File: src/rtl/menu_pkg.sv
// Shared types and constants for the attract-menu jump sequencer.
package menu_pkg;

    localparam int NUM_COLORS = 5;
    localparam int COLOR_W    = 3;
    localparam int CNT_W      = 32;

    typedef enum logic [2:0] {
        ST_IDLE      = 3'd0,
        ST_FIRE      = 3'd1,
        ST_WAIT_ACK  = 3'd2,
        ST_WAIT_DONE = 3'd3,
        ST_ADVANCE   = 3'd4,
        ST_FINISHED  = 3'd5
    } menu_state_t;

    function automatic logic [COLOR_W-1:0] next_color(input logic [COLOR_W-1:0] c);
        return (c == COLOR_W'(NUM_COLORS - 1)) ? '0 : c + 1'b1;
    endfunction

endpackage

File: src/rtl/menu_timer.sv
// Clearable saturating up-counter; tc is high once the count reaches LIMIT-1.
import menu_pkg::*;

module menu_timer #(
    parameter logic [31:0] LIMIT = 32'd1
) (
    input  logic clk,
    input  logic reset,
    input  logic clr,
    input  logic en,
    output logic tc
);

    // A zero limit behaves like a limit of one rather than underflowing.
    localparam logic [CNT_W-1:0] TC_VAL = (LIMIT == 32'd0) ? {CNT_W{1'b0}} : CNT_W'(LIMIT - 32'd1);

    logic [CNT_W-1:0] count;

    function automatic logic [CNT_W-1:0] sat_inc(input logic [CNT_W-1:0] v);
        return (v == {CNT_W{1'b1}}) ? v : v + 1'b1;
    endfunction

    always_ff @(posedge clk) begin
        if (reset || clr) begin
            count <= '0;
        end else if (en) begin
            count <= sat_inc(count);
        end
    end

    assign tc = (count >= TC_VAL);

endmodule

File: src/rtl/menu_sequencer.sv
// Menu jump sequencer: issues jump commands to the mover and cycles the top-face colour.
// Optional MENU_AUTOJUMP_EN adds an idle timer that fires jumps with no button input.
import menu_pkg::*;

module menu_sequencer #(
    parameter logic [31:0] AUTO_PERIOD    = 32'd50_000_000,
    parameter logic [31:0] JUMPS_TO_START = 32'd8,
    parameter logic [31:0] MOVE_TIMEOUT   = 32'd10_000_000
) (
    input  logic               clk,
    input  logic               reset,
    input  logic               btn_jump,
    input  logic               done_move,
    output logic               jump_pulse,
    output logic [COLOR_W-1:0] color_idx,
    output logic               menu_active,
    output logic               start_game,
    output logic               busy,
    output logic               timeout_flag
);

    menu_state_t      state, state_n;
    logic             pending;
    logic [CNT_W-1:0] jump_count;
    logic             busy_st;
    logic             waiting;
    logic             hs_clr;
    logic             hs_tc;
    logic             auto_req;
    logic             req;

    function automatic logic [CNT_W-1:0] sat_inc(input logic [CNT_W-1:0] v);
        return (v == {CNT_W{1'b1}}) ? v : v + 1'b1;
    endfunction

    assign busy_st = (state inside {ST_FIRE, ST_WAIT_ACK, ST_WAIT_DONE});
    assign waiting = (state inside {ST_WAIT_ACK, ST_WAIT_DONE});

    // Handshake timer starts from zero in the FIRE cycle, so the timeout lands MOVE_TIMEOUT cycles after FIRE.
    assign hs_clr = (state_n == ST_FIRE);

    menu_timer #(.LIMIT(MOVE_TIMEOUT)) u_hs_timer (
        .clk   (clk),
        .reset (reset),
        .clr   (hs_clr),
        .en    (busy_st),
        .tc    (hs_tc)
    );

`ifdef MENU_AUTOJUMP_EN
    logic idle_en;
    logic idle_tc;

    assign idle_en = (state == ST_IDLE) && !btn_jump && !pending;

    menu_timer #(.LIMIT(AUTO_PERIOD)) u_idle_timer (
        .clk   (clk),
        .reset (reset),
        .clr   (!idle_en),
        .en    (idle_en),
        .tc    (idle_tc)
    );

    assign auto_req = (state == ST_IDLE) && idle_tc;
`else
    assign auto_req = 1'b0;
`endif

    assign req = btn_jump || pending || auto_req;

    always_comb begin
        state_n = state;
        case (state)
            ST_IDLE:      if (req) state_n = ST_FIRE;
            ST_FIRE:      state_n = ST_WAIT_ACK;
            ST_WAIT_ACK: begin
                if (hs_tc)           state_n = ST_ADVANCE;
                else if (!done_move) state_n = ST_WAIT_DONE;
            end
            ST_WAIT_DONE: if (hs_tc || done_move) state_n = ST_ADVANCE;
            ST_ADVANCE:   state_n = (jump_count == JUMPS_TO_START) ? ST_FINISHED : ST_IDLE;
            ST_FINISHED:  state_n = ST_FINISHED;
            default:      state_n = ST_IDLE;
        endcase
    end

    // Outputs are registered from the next state so they line up with the state register.
    always_ff @(posedge clk) begin
        if (reset) begin
            state        <= ST_IDLE;
            pending      <= 1'b0;
            color_idx    <= '0;
            jump_count   <= '0;
            timeout_flag <= 1'b0;
            jump_pulse   <= 1'b0;
            start_game   <= 1'b0;
            busy         <= 1'b0;
            menu_active  <= 1'b1;
        end else begin
            state       <= state_n;
            jump_pulse  <= (state_n == ST_FIRE);
            busy        <= (state_n inside {ST_FIRE, ST_WAIT_ACK, ST_WAIT_DONE});
            start_game  <= (state_n == ST_FINISHED) && (state != ST_FINISHED);
            menu_active <= (state_n != ST_FINISHED);

            if ((state == ST_IDLE) && req) begin
                pending <= 1'b0;
            end else if (btn_jump && (busy_st || (state == ST_ADVANCE))) begin
                pending <= 1'b1;
            end

            if (waiting && hs_tc) begin
                timeout_flag <= 1'b1;
            end

            if (state_n == ST_ADVANCE) begin
                color_idx  <= next_color(color_idx);
                jump_count <= sat_inc(jump_count);
            end
        end
    end

endmodule

File: config.mk
export PLATFORM = sky130hd
export DESIGN_NAME = menu_sequencer
export DESIGN_NICKNAME = d
export VERILOG_FILES = /design/src/rtl/menu_pkg.sv /design/src/rtl/menu_timer.sv /design/src/rtl/menu_sequencer.sv
export SDC_FILE = /design/constraint.sdc
export NUM_CORES = 1
export LEC_CHECK = 0
export ABC_AREA = 1
export CAP_MARGIN = 10
export CORE_AREA = 2 2 104 106
export DETAILED_ROUTE_END_ITERATION = 16
export DIE_AREA = 0 0 106 108
export PLACE_DENSITY = 0.77
export REMOVE_ABC_BUFFERS = 1
export SLEW_MARGIN = 10
export SYNTH_ARGS = -nofsm -noshare
export SYNTH_HDL_FRONTEND = slang
export SYNTH_SLANG_ARGS = --single-unit
File: constraint.sdc
create_clock -name clk -period 1.58 [get_ports clk]
set_input_delay 0.158 -clock clk [delete_from_list [all_inputs] [get_ports clk]]
set_output_delay 0.158 -clock clk [all_outputs]
set_load 0.03 [all_outputs]
# == Word level (Yosys, flattened, before mapping) ==
# Index checks and enable logic that the tools add are counted.
# totals
mem_bits_rw,0
output_inout_bits,8
mem_bits_ro,0
latchBits,0
in_bits,4
n_memories,0
ff_bits,76
word_cells,54
# op_classes
mul,0
magnitude_cmp,1
n_mux,7
n_reduce_logical,15
bitwise,2
addsub,3
shift,0
n_eq_ne,16
div,0
# ops
operator,count
"adder 32 x 1 -> 32 bit, second input constant",2
"equality test 32 bit, second input constant",2
"equality test 32 x 4 -> 1 bit, second input constant",1
"greater-or-equal comparator 32 x 24 -> 1 bit, second input constant",1
two-way mux 3 bit,6
case mux 3 bit (6 select lines),1
"equality test 3 bit, second input constant",5
"equality test 3 x 2 -> 1 bit, second input constant",4
"equality test 3 x 1 -> 1 bit, second input constant",2
"inequality test 3 bit, second input constant",2
nonzero test 3 bit,2
logical AND 1 bit,4
logical OR 1 bit,4
AND reduction 2 bit,2
"adder 3 x 1 -> 3 bit, second input constant",1
zero test 3 bit,1
inverter 1 bit,2
nonzero test 2 bit,1
OR reduction 2 bit,1

# == Depth between registers and ports, before layout ==
# logic_depth
ltp_word,6
depth_mapped,15
ltp_nobuf,14

# == Hierarchy ==
# From an unflattened synthesis, not the netlist that was laid out.
# hier_totals
hier_cells,823
hier_area_um2,4946.0
# modules_own_cells
module,seq_area_each_um2,cells_per_inst,area_each_um2,n_inst
menu_sequencer,880.8,467,2842.7,1
menu_timer,640.6,356,2103.3,1

# == Worst setup path before layout ==
# OpenSTA, ideal clock, no wires.
# synth_path
path_type,register to register
startpoint,reg u_hs_timer.count[0]
endpoint,reg color_idx[2]
path_stages_with_launch,16
path_slack_ns,-0.122
synth_period_minus_slack_ns,1.702
n_path_buf,2
required_time_ns,1.466
setup_ns,0.114
arrival_ns,1.588
path_cell_list,dfxtp_1 ha_1 nand2_1 inv_1 nand2_1 nand2_1 nand2_1 nand2_1 nand2_2 nand3_1 nand2_1 nand2_2 buf_8 buf_8 a21oi_1 nor2_1
# synth_between
elab_chain_len,5
word_cells_on_any_way,6
classes_between,order compare: 1; eq/ne: 1; mux: 3; reduce/logical: 1
# synth_rtl
element,line_no,text
start: declaration,menu_timer.sv:17,logic [CNT_W-1:0] count;
start signal: assignment,menu_timer.sv:27,count <= sat_inc(count);
greater-or-equal comparator 32 x 24 -> 1 bit (*),menu_timer.sv:31,assign tc = (count >= TC_VAL);
logical OR 1 bit,menu_sequencer.sv:80,ST_WAIT_DONE: if (hs_tc || done_move) state_n = ST_ADVANCE;
two-way mux 3 bit,menu_sequencer.sv:80,
case mux 3 bit (6 select lines) (*),menu_sequencer.sv:73,case (state)
equality test 3 bit (*),menu_sequencer.sv:116,if (state_n == ST_ADVANCE) begin
end signal: assignment,menu_sequencer.sv:117,color_idx <= next_color(color_idx);
end: declaration,menu_sequencer.sv:15,"output logic [COLOR_W-1:0] color_idx,"
# Every way passes the cells marked *; elsewhere a longest branch is shown, timed or not.
# A chain may end at the register's enable or synchronous reset.

# == Worst setup path in the final report ==
# layout_path
startpoint,reg u_hs_timer.count[17]
endpoint,reg u_hs_timer.count[22]
# layout_between
elab_chain_len,6
word_cells_on_any_way,11
classes_between,add/sub: 1; order compare: 1; eq/ne: 2; mux: 3; bitwise: 1; reduce/logical: 3
# layout_rtl
element,line_no,text
greater-or-equal comparator 32 x 24 -> 1 bit,menu_timer.sv:31,
logical OR 1 bit,menu_sequencer.sv:80,
two-way mux 3 bit,menu_sequencer.sv:80,
case mux 3 bit (6 select lines),menu_sequencer.sv:73,
equality test 3 x 1 -> 1 bit,menu_sequencer.sv:40,assign hs_clr = (state_n == ST_FIRE);
logical OR 1 bit,menu_timer.sv:24,if (reset || clr) begin
# Several ways; a longest one is shown, not always the timed one.

==> results.json <==
{
  "grt_antenna_before_repair": 0,
  "core-area_um2": 10200,
  "pwr-share-seq": 0.457,
  "nFillCells": 607,
  "grt_first_pass_wirelength_um": 27100,
  "cts-root-buf": "clkbuf_8",
  "p_total_uw": 4230,
  "violations": "negative setup slack",
  "synthMuxAreaShare": 0,
  "die_y_um": 108,
  "initial_core_util": 0.496,
  "dp_hpwl_um": 11200,
  "synth_cell_types": 38,
  "async_reset_ff_frac": 0,
  "cts_sinks": 76,
  "fmax_mhz": 501,
  "rsz0062_at_grt": "true",
  "vias": 6184,
  "power.switching_uw": 1250,
  "swShare": 0.295,
  "max-cap-violations": 0,
  "relSlewSlack": 0.643,
  "ys_warn_count": 0,
  "synth_top_family_by_area": "simple AND/OR/NAND/NOR gates",
  "syn_area_um2": 5080,
  "cts_buffers": 9,
  "status": "finished, violations left",
  "grt_pass1_vias": 5655,
  "diodes": 0,
  "ys_seq_area_frac": 0.300,
  "fin_ws_ps": -415,
  "stdcell_area_um2": 7840,
  "grtUsageTotal": 0.298,
  "finalHoldViolations": 0,
  "setup_violations": 74,
  "dpl_worst_slack_ps": -337,
  "critPathMaxFanout": 3,
  "worstPathArrival_ps": 2310,
  "synth_xor_area_frac": 0.0897,
  "crit_chain": "inv_2 > buf_4 > buf_4 > nor3_4 > buf_4 > nand2_1 > nor3_2 > xor2_1 > nand2_1 > a21oi_1",
  "tightest_slew_ps": 533,
  "num_rows": 37,
  "worst_hold_slack_ps": 195,
  "viasPerCell": 5.86,
  "layout_commonest_cell": "buf_4",
  "grt_overflow": 0,
  "drc": 0,
  "finalClockSkew_ps": 10.2,
  "port_buffers": 11,
  "timing.final.crit_share": 1.26,
  "combPwrFrac": 0.175,
  "dr.pass1.iters": 5,
  "power_density_nw_per_um2": 540,
  "synthFlopType": "dfxtp_1",
  "syn-instance-count": 732,
  "wl_per_cell_um": 19.6,
  "synth_edf_count": 0,
  "clk_pin_slew_ps": 80,
  "drt-initial-drc-count": 598,
  "internal_power_uw": 2980,
  "synth_adder_area_share": 0.0123,
  "grt_max_degree": 40,
  "area_growth_pct": 54.4,
  "synth-simple-area-share": 0.402,
  "required_ps": 1890,
  "placed_area_um2": 6370,
  "clkPwrFrac": 0.368,
  "cts_tree": "done",
  "hold_buffers": 0,
  "cts_buffer_depth": 2,
  "synth-seq-cells": 76,
  "min_path_type": "in2reg",
  "drt-total-wl_um": 20700,
  "synth_compound_area_frac": 0.0979,
  "layout-drive-gt1-share": 0.515,
  "io_pins": 12,
  "reg2regPathDepth": 10,
  "place_inst": 1004,
  "die-area_um2": 11400,
  "start_kind": "register",
  "critPathSlowestCell": "nor3_2",
  "clock_latency_ps": 380,
  "avgSynthCellArea_um2": 6.93,
  "final_nets": 924,
  "die_w_um": 106,
  "max_stage_delay_ps": 410,
  "final_cells": 1055,
  "end_kind": "register",
  "cts_htree_levels": 3,
  "finalWeightedCongestion": 0.968,
  "hold_depth": 3,
  "final_cell_mix": "buf_4 (158), nand2_1 (123), nor2_1 (66)",
  "p_leak_uw": 0.00323,
  "slew_violations": 0,
  "cpMostUsedCell": "buf_4",
  "antenna_left": 0,
  "setup.worst_path.class": "reg2reg",
  "period_needed_ps": 2000,
  "max-vdd-ir-drop_uv": 363
}
[layout make-up]
class                      count  area (um2)  area share
inverter                      70         268      0.0342
sequential                    76        1600       0.203
clock buffer                  10         138      0.0176
clock inverter                 5        52.6     0.00670
multi-input combinational    554        3750       0.478
tap                          136         170      0.0217
timing repair buffer         204        1870       0.238
[power groups by stage]
stage | logic [uW] | clock network, uW | registers [uW]
2_1_floorplan | 177 | 0 | 2010
3_3_place_gp | 447 | 0 | 1990
3_5_place_dp | 456 | 0 | 1990
4_1_cts | 516 | 1540 | 1950
5_1_grt | 758 | 1640 | 1940
6_report | 739 | 1560 | 1940
[per-stage QoR]
stage / utilization / setup TNS (ps)
2_1_floorplan: - / -45980
3_3_place_gp: 0.623 / -14100
3_5_place_dp: 0.623 / -17010
4_1_cts: 0.681 / -10770
5_1_grt: 0.766 / -24860
6_report: 0.766 / -20040
[synth_stat cells (2+ instances only)]
library cell / n / area share
buf_4: 5 / 0.0074
inv_2: 6 / 0.0044
buf_6: 4 / 0.0089
buf_12: 2 / 0.0079
clkbuf_1: 8 / 0.0059
buf_2: 9 / 0.0089
nand3_2: 29 / 0.057
nor2_2: 6 / 0.0074
nor3_2: 3 / 0.0059
dfxtp_1: 76 / 0.30
o21ai_0: 9 / 0.0089
nand4_1: 21 / 0.026
buf_1: 2 / 0.0015
a21oi_2: 28 / 0.048
nand4_2: 2 / 0.0049
nand2_2: 8 / 0.0099
nor2_4: 2 / 0.0044
nor3b_1: 3 / 0.0044
buf_8: 2 / 0.0059
nand3_1: 35 / 0.035
inv_1: 63 / 0.047
xnor2_1: 8 / 0.014
a21oi_1: 36 / 0.035
ha_1: 5 / 0.012
nor3_1: 35 / 0.035
xor2_1: 44 / 0.076
nand2_1: 182 / 0.13
nor4_1: 9 / 0.011
nor2_1: 81 / 0.060
[logic make-up (layout without fill, tap and decap cells)]
kind of cell	count (synthesis)	count (layout)
XOR/XNOR	52	52
buffers and inverters	102	289
AND/OR/NAND/NOR	420	420
adder cells (fa/ha/maj)	5	5
AO/OA/AOI/OAI	77	77
flip-flops	76	76
[final timing paths]
path | startpoint | to | slack [ps]
max | u_hs_timer.count[17] | u_hs_timer.count[22] | -420
min | reset | menu_active | 200
max reg2reg | u_hs_timer.count[17] | u_hs_timer.count[22] | -420
min reg2reg | jump_count[7] | jump_count[7] | 490
[state kept, by name (all words and copies together) (netlist names)]
signal            flops
state                 3
jump_count           32
color_idx             3
busy                  1
pending               1
timeout_flag          1
start_game            1
jump_pulse            1
u_hs_timer.count     32
menu_active           1
[critical path, delay by kind of cell (launching register included)]
family | cells | cell delay [ps]
DFF | 1 | 360
buffers and inverters | 4 | 500
xor gates and xnor gates | 1 | 190
AOI/OAI and AO/OA | 1 | 130
and+or+nand+nor | 4 | 740
[metal layers]
metal / vias up / routed length [um] / track usage
li1: 2739 / - / -
met1: 2883 / 7720 / 0.365
met2: 410 / 9730 / 0.501
met3: 152 / 1800 / 0.0536
met4: 0 / 1470 / 0.159
met5: - / 0 / 0
[repair_timing]
item,in CTS,in global routing
hold endpoints to repair,0,0
buffers inserted,11,19
endpoints found under the setup margin,73,75
pin swaps,12,59
cloned,3,4
gates resized for setup,90,180
No activity file was read; power rests on OpenSTA's default activity.
